`config.mk`:
```
export PLATFORM = sky130hd
export DESIGN_NAME = reg_to_apb_flat
export DESIGN_NICKNAME = d
export VERILOG_FILES = /design/src/rtl/reg_to_apb_pkg.sv /design/src/rtl/reg_to_apb_if.sv /design/src/rtl/reg_to_apb.sv /design/src/flat_wrapper.sv
export SDC_FILE = /design/constraint.sdc
export NUM_CORES = 1
export LEC_CHECK = 0
export ABC_AREA = 1
export BUFFER_PORTS_ARGS = -buffer_cell sky130_fd_sc_hd__buf_2
export CAP_MARGIN = 0
export CORE_MARGIN = 2
export CORE_UTILIZATION = 40
export DETAILED_ROUTE_END_ITERATION = 10
export PLACE_DENSITY_LB_ADDON = 0.3
export SETUP_SLACK_MARGIN = 0.15
export SLEW_MARGIN = 10
export SYNTH_ARGS = -nofsm -noshare
export SYNTH_HDL_FRONTEND = slang
export SYNTH_SLANG_ARGS = --single-unit
```
`constraint.sdc`:
```
create_clock -name clk_i -period 3.6 [get_ports clk_i]
set_clock_uncertainty 0.05 [all_clocks]
set_input_delay 0.18 -clock clk_i [delete_from_list [all_inputs] [get_ports clk_i]]
set_output_delay 0.18 -clock clk_i [all_outputs]
set_load 0.005 [all_outputs]
```
`src/rtl/reg_to_apb_pkg.sv`:
```
// Shared types for the REG_BUS to APB3 bridge.
package reg_to_apb_pkg;

    localparam int unsigned APB_DATA_WIDTH = 32;

    typedef enum logic [1:0] {
        IDLE   = 2'd0,
        SETUP  = 2'd1,
        ACCESS = 2'd2,
        RESP   = 2'd3
    } state_e;

endpackage

```
`src/rtl/reg_to_apb_if.sv`:
```
// REG_BUS request/response and APB3 master signals of the bridge, bundled.
interface reg_to_apb_if #(
    parameter int unsigned ADDR_WIDTH = 32,
    parameter int unsigned DATA_WIDTH = 32
);
    logic                    reg_valid_i;
    logic                    reg_write_i;
    logic [ADDR_WIDTH-1:0]   reg_addr_i;
    logic [DATA_WIDTH-1:0]   reg_wdata_i;
    logic [DATA_WIDTH/8-1:0] reg_wstrb_i;
    logic                    reg_ready_o;
    logic [DATA_WIDTH-1:0]   reg_rdata_o;
    logic                    reg_error_o;
    logic [ADDR_WIDTH-1:0]   paddr_o;
    logic [DATA_WIDTH-1:0]   pwdata_o;
    logic                    pwrite_o;
    logic                    psel_o;
    logic                    penable_o;
    logic [DATA_WIDTH-1:0]   prdata_i;
    logic                    pready_i;
    logic                    pslverr_i;

    // The bridge itself: APB master, REG_BUS responder.
    modport master (
        input  reg_valid_i, reg_write_i, reg_addr_i, reg_wdata_i, reg_wstrb_i,
        output reg_ready_o, reg_rdata_o, reg_error_o,
        output paddr_o, pwdata_o, pwrite_o, psel_o, penable_o,
        input  prdata_i, pready_i, pslverr_i
    );

    // The surroundings: register initiator plus APB slave.
    modport slave (
        output reg_valid_i, reg_write_i, reg_addr_i, reg_wdata_i, reg_wstrb_i,
        input  reg_ready_o, reg_rdata_o, reg_error_o,
        input  paddr_o, pwdata_o, pwrite_o, psel_o, penable_o,
        output prdata_i, pready_i, pslverr_i
    );

endinterface

```
`src/rtl/reg_to_apb.sv`:
```
// REG_BUS to APB3 master bridge: one outstanding request, registered response,
// bounded ACCESS wait with error response on timeout.
module reg_to_apb
    import reg_to_apb_pkg::*;
#(
    parameter int unsigned ADDR_WIDTH     = 32,
    parameter int unsigned DATA_WIDTH     = APB_DATA_WIDTH,
    parameter int unsigned TIMEOUT_CYCLES = 255
) (
    input  logic         clk_i,
    input  logic         rst_i,
    reg_to_apb_if.master bus
);

    localparam int unsigned CNT_RAW = $clog2(TIMEOUT_CYCLES + 1);
    localparam int unsigned CNT_W   = (CNT_RAW < 1) ? 1 : CNT_RAW;
    localparam logic [CNT_W-1:0] CNT_LAST =
        CNT_W'((TIMEOUT_CYCLES == 0) ? 0 : TIMEOUT_CYCLES - 1);

    state_e                state_q;
    logic [ADDR_WIDTH-1:0] addr_q;
    logic [DATA_WIDTH-1:0] wdata_q;
    logic [DATA_WIDTH-1:0] rdata_q;
    logic                  write_q;
    logic                  error_q;
    logic [CNT_W-1:0]      wait_cnt_q;
    logic                  strb_full;
    logic                  timeout_hit;

    always_comb begin
        strb_full   = &bus.reg_wstrb_i;
        // wait_cnt_q counts earlier stalled ACCESS cycles, so the current one is the last allowed
        timeout_hit = (TIMEOUT_CYCLES != 0) && (wait_cnt_q == CNT_LAST);
    end

    always_ff @(posedge clk_i or posedge rst_i) begin
        if (rst_i) begin
            state_q    <= IDLE;
            addr_q     <= '0;
            wdata_q    <= '0;
            rdata_q    <= '0;
            write_q    <= 1'b0;
            error_q    <= 1'b0;
            wait_cnt_q <= '0;
        end else begin
            case (state_q)
                IDLE: begin
                    wait_cnt_q <= '0;
                    if (bus.reg_valid_i) begin
                        if (!bus.reg_write_i || strb_full) begin
                            addr_q  <= bus.reg_addr_i;
                            wdata_q <= bus.reg_wdata_i;
                            write_q <= bus.reg_write_i;
                            state_q <= SETUP;
                        end else begin
                            rdata_q <= '0;
                            error_q <= 1'b1;
                            state_q <= RESP;
                        end
                    end
                end
                SETUP: state_q <= ACCESS;
                ACCESS: begin
                    if (bus.pready_i) begin
                        rdata_q <= write_q ? '0 : bus.prdata_i;
                        error_q <= bus.pslverr_i;
                        state_q <= RESP;
                    end else if (timeout_hit) begin
                        rdata_q <= '0;
                        error_q <= 1'b1;
                        state_q <= RESP;
                    end else if (wait_cnt_q != '1) begin
                        wait_cnt_q <= wait_cnt_q + CNT_W'(1);
                    end
                end
                RESP: begin
                    rdata_q <= '0;
                    error_q <= 1'b0;
                    state_q <= IDLE;
                end
                default: state_q <= IDLE;
            endcase
        end
    end

    // Outputs are gated by state so that reset clears them without waiting for an edge.
    always_comb begin
        bus.psel_o      = (state_q == SETUP) || (state_q == ACCESS);
        bus.penable_o   = (state_q == ACCESS);
        bus.paddr_o     = bus.psel_o ? addr_q  : '0;
        bus.pwdata_o    = bus.psel_o ? wdata_q : '0;
        bus.pwrite_o    = bus.psel_o ? write_q : 1'b0;
        bus.reg_ready_o = (state_q == RESP);
        bus.reg_rdata_o = bus.reg_ready_o ? rdata_q : '0;
        bus.reg_error_o = bus.reg_ready_o ? error_q : 1'b0;
    end

endmodule

```
`src/flat_wrapper.sv`:
```
// flat-port wrapper written by rule: the top's interface ports become plain ports
module reg_to_apb_flat import reg_to_apb_pkg::*;
#(
    parameter int unsigned ADDR_WIDTH     = 32,
    parameter int unsigned DATA_WIDTH     = APB_DATA_WIDTH,
    parameter int unsigned TIMEOUT_CYCLES = 255
)
  (clk_i, rst_i, bus_reg_valid_i, bus_reg_write_i, bus_reg_addr_i, bus_reg_wdata_i, bus_reg_wstrb_i, bus_reg_ready_o, bus_reg_rdata_o, bus_reg_error_o, bus_paddr_o, bus_pwdata_o, bus_pwrite_o, bus_psel_o, bus_penable_o, bus_prdata_i, bus_pready_i, bus_pslverr_i);
  reg_to_apb_if #(.ADDR_WIDTH(ADDR_WIDTH), .DATA_WIDTH(DATA_WIDTH)) bus_i ();
  input  logic clk_i;
  input  logic rst_i;
  input wire logic [$bits(bus_i.reg_valid_i)-1:0] bus_reg_valid_i;
  input wire logic [$bits(bus_i.reg_write_i)-1:0] bus_reg_write_i;
  input wire logic [$bits(bus_i.reg_addr_i)-1:0] bus_reg_addr_i;
  input wire logic [$bits(bus_i.reg_wdata_i)-1:0] bus_reg_wdata_i;
  input wire logic [$bits(bus_i.reg_wstrb_i)-1:0] bus_reg_wstrb_i;
  output wire logic [$bits(bus_i.reg_ready_o)-1:0] bus_reg_ready_o;
  output wire logic [$bits(bus_i.reg_rdata_o)-1:0] bus_reg_rdata_o;
  output wire logic [$bits(bus_i.reg_error_o)-1:0] bus_reg_error_o;
  output wire logic [$bits(bus_i.paddr_o)-1:0] bus_paddr_o;
  output wire logic [$bits(bus_i.pwdata_o)-1:0] bus_pwdata_o;
  output wire logic [$bits(bus_i.pwrite_o)-1:0] bus_pwrite_o;
  output wire logic [$bits(bus_i.psel_o)-1:0] bus_psel_o;
  output wire logic [$bits(bus_i.penable_o)-1:0] bus_penable_o;
  input wire logic [$bits(bus_i.prdata_i)-1:0] bus_prdata_i;
  input wire logic [$bits(bus_i.pready_i)-1:0] bus_pready_i;
  input wire logic [$bits(bus_i.pslverr_i)-1:0] bus_pslverr_i;
  assign bus_i.reg_valid_i = bus_reg_valid_i;
  assign bus_i.reg_write_i = bus_reg_write_i;
  assign bus_i.reg_addr_i = bus_reg_addr_i;
  assign bus_i.reg_wdata_i = bus_reg_wdata_i;
  assign bus_i.reg_wstrb_i = bus_reg_wstrb_i;
  assign bus_reg_ready_o = bus_i.reg_ready_o;
  assign bus_reg_rdata_o = bus_i.reg_rdata_o;
  assign bus_reg_error_o = bus_i.reg_error_o;
  assign bus_paddr_o = bus_i.paddr_o;
  assign bus_pwdata_o = bus_i.pwdata_o;
  assign bus_pwrite_o = bus_i.pwrite_o;
  assign bus_psel_o = bus_i.psel_o;
  assign bus_penable_o = bus_i.penable_o;
  assign bus_i.prdata_i = bus_prdata_i;
  assign bus_i.pready_i = bus_pready_i;
  assign bus_i.pslverr_i = bus_pslverr_i;
  reg_to_apb #(.ADDR_WIDTH(ADDR_WIDTH), .DATA_WIDTH(DATA_WIDTH), .TIMEOUT_CYCLES(TIMEOUT_CYCLES)) u_core (.clk_i(clk_i), .rst_i(rst_i), .bus(bus_i));
endmodule
```
==> metrics <==
Post-Syn Area=5690 um2; dpl cells=1153; initial antenna violation count=0; area of the multi-input gates=1960 um2; max-slew violation count=0; DIE HEIGHT=123 um; status=completed; most frequent CP cell=nand2_1; Power Dens Cells=720 nW/um2; Initial Utilization=41.0%; dpl ws=1.18 ns; number of diodes=0; setup TNS=0 ns; gr usage total=18.0%; IO Count=207; Max-Cap Viols=0; worst-case vdd ir drop=0.000420 V; fmax=413 MHz; layout filler cell count=1405; Worst-path clk slew=0.07 ns; Final ANT Viol Nets=0; die area=15200 um2; P&R area growth vs syn=27.0%; Seq/Total Area, Yosys=47.5%; crit-path max FO=32; clock root buffer=clkbuf_16; Core Region=13900 um2; die extent in x=123 um; Slew HR=26.4%; Register Area=2700 um2; cts bufs inserted=9; max incr delay on CP=0.61 ns; TritonCTS clock tree=built; Setup CP Type=flop to flop; PortBufs=206; Crit-path slowest cell=nand2_1; crit path capture type=flop; Worst EP arrival=2.67 ns; final setup vio count=0; Initial DRC Count=281; post-synthesis net count=911; drt pass-1 iters=4; Seq cells post-synth=108; fraction of layout cells with a size suffix above 1=24.5%; post-CTS setup buffer count=0; total number of vias=5071; area of placed instances=6770 um2; maximum root-to-sink buffer count=2; Final nets=1108; final worst slack=1.18 ns; final hold vios=0; startpoint types=flop; worst slew pin tran=1.10 ns; largest net degree at the start of global routing=124; Pleak=4.96 nW; H-Tree Level Count=3; Rows=43; gpl congestion=0.786; CTS sink count=108; post-synthesis cell count=799; final WL=13300 um; GRT overflow=0; fin crit period=2.42 ns; period utilization=67.3%; non-filler instance count after layout=1181; Routed wire per std cell=11.3 um; worst-path cell chain=inv_1 > ha_1 > nand2_1 > inv_1 > nand2_1 > nor2_1 > nand3_1 > nand2_1; vias in the first global route=4680; PnR Total Power=5.20 mW; first-pass GRT wire length=21700 um; dpl hpwl=9140 um; routed vias/inst=4.29; unrepaired setup endpoints after global routing=false; YS warnings=0; DR DRC count=0; Final Cell Area=7220 um2; Synth cell types=26; Req. time, crit path=3.84 ns; later-pin clock latency in the skew report=0.35 ns; mean area per synthesized cell=7.12 um2; Worst Hold Class=input port to flop
cell type report:
class                           instances  share of cell area [%]
Tap cell                              180                    3.12
Timing Repair Buffer                  225                    16.8
Clock inverter                          6                    1.20
Clock buffer                           10                    3.31
Multi-Input combinational cell        441                    27.1
Sequential cell                       108                    37.4
Inverter                              211                    11.0
worst max-delay path: cells and delay by family (launching register included):
family	cells	cell delay [ns]
flops	1	0.40
buf+inv	2	0.21
fa+ha+maj	1	0.43
simple gates	5	1.25
cells in the final DEF, fill, tap and decap left out, types with 2 or more instances in the layout:
cell,n
nand2_1,258
nor2_1,39
ha_1,5
o21bai_1,2
clkinv_2,2
nor2_4,2
o21ai_0,58
nand2_2,3
or2_2,3
inv_1,210
bufinv_16,2
a21oi_1,3
o21ai_1,15
clkbuf_16,9
buf_2,206
dfrtp_1,108
dlygate4sd3_1,12
buf_4,6
nand3_1,44
what timing repair did:
item / 4_1_cts / 5_1_grt
resized for setup: 0 / 0
endpoints found under the hold margin: 53 / 0
hold buffers: 12 / 0
registers in the layout, summed over array words and instances (netlist names):
name / flops
u_core.addr_q: 32
u_core.rdata_q: 32
u_core.wdata_q: 32
u_core.wait_cnt_q: 8
u_core.state_q: 2
u_core.error_q: 1
u_core.write_q: 1
power breakdown:
| group | switching (mW) | internal [mW] | total (mW) |
|---|---|---|---|
| registers | 0.230 | 1.63 | 1.86 |
| logic | 1.41 | 0.843 | 2.25 |
| clock network | 0.458 | 0.629 | 1.09 |
| total | 2.10 | 3.10 | 5.20 |
cells by family after synthesis:
| family | after synthesis | share of synthesized area, % |
|---|---|---|
| AND/OR/NAND/NOR | 352 | 24.9 |
| adder cells (fa/ha/maj) | 6 | 1.32 |
| AO/OA/AOI/OAI | 83 | 7.90 |
| buffers and inverters | 250 | 18.3 |
| flip-flops | 108 | 47.5 |
layer usage:
metal / global-route usage (%) / share of wire, % / up-vias
li1: - / - / 2688
met2: 27.7 / 43 / 170
met1: 23.8 / 46 / 2200
met4: 6.61 / 1.5 / 0
met5: 0 / 0 / -
met3: 5.67 / 9.0 / 13
worst paths after layout:
check | end | cells past startpoint | slack [ns] | from
worst min register to register | u_core.rdata_q[27] | 2 | 0.42 | u_core.rdata_q[27]
min in group asynchronous | u_core.addr_q[27] | 3 | 0.38 | rst_i
max in group asynchronous | u_core.wdata_q[31] | 4 | 2.26 | rst_i
worst min-delay path | u_core.addr_q[10] | 3 | 0.009 | bus_reg_addr_i[10]
worst max register to register | u_core.rdata_q[8] | 8 | 1.18 | u_core.state_q[0]
worst max-delay path | u_core.rdata_q[8] | 8 | 1.18 | u_core.state_q[0]
stage by stage:
stage	hold WS [ns]	utilization (%)
after floorplan	0.261	-
after global placement	0.237	48.8
after detailed placement	0.239	48.8
after CTS	0.00327	52.0
after global routing	0.0214	52.0
final	0.00927	52.0
Yosys cell counts, drive strengths merged:
cell type	count	area, um2
nor2	42	175
a21oi	5	36.3
nand3	45	230
inv	211	792
buf	22	155
ha	6	75.1
clkbuf	17	93.8
nand2	261	987
nand4	1	6.26
dfrtp	108	2700
o21a	1	7.51
or2	3	18.8
o21bai	2	15.0
o21ai	75	390
No activity file was read; power rests on OpenSTA's default activity.
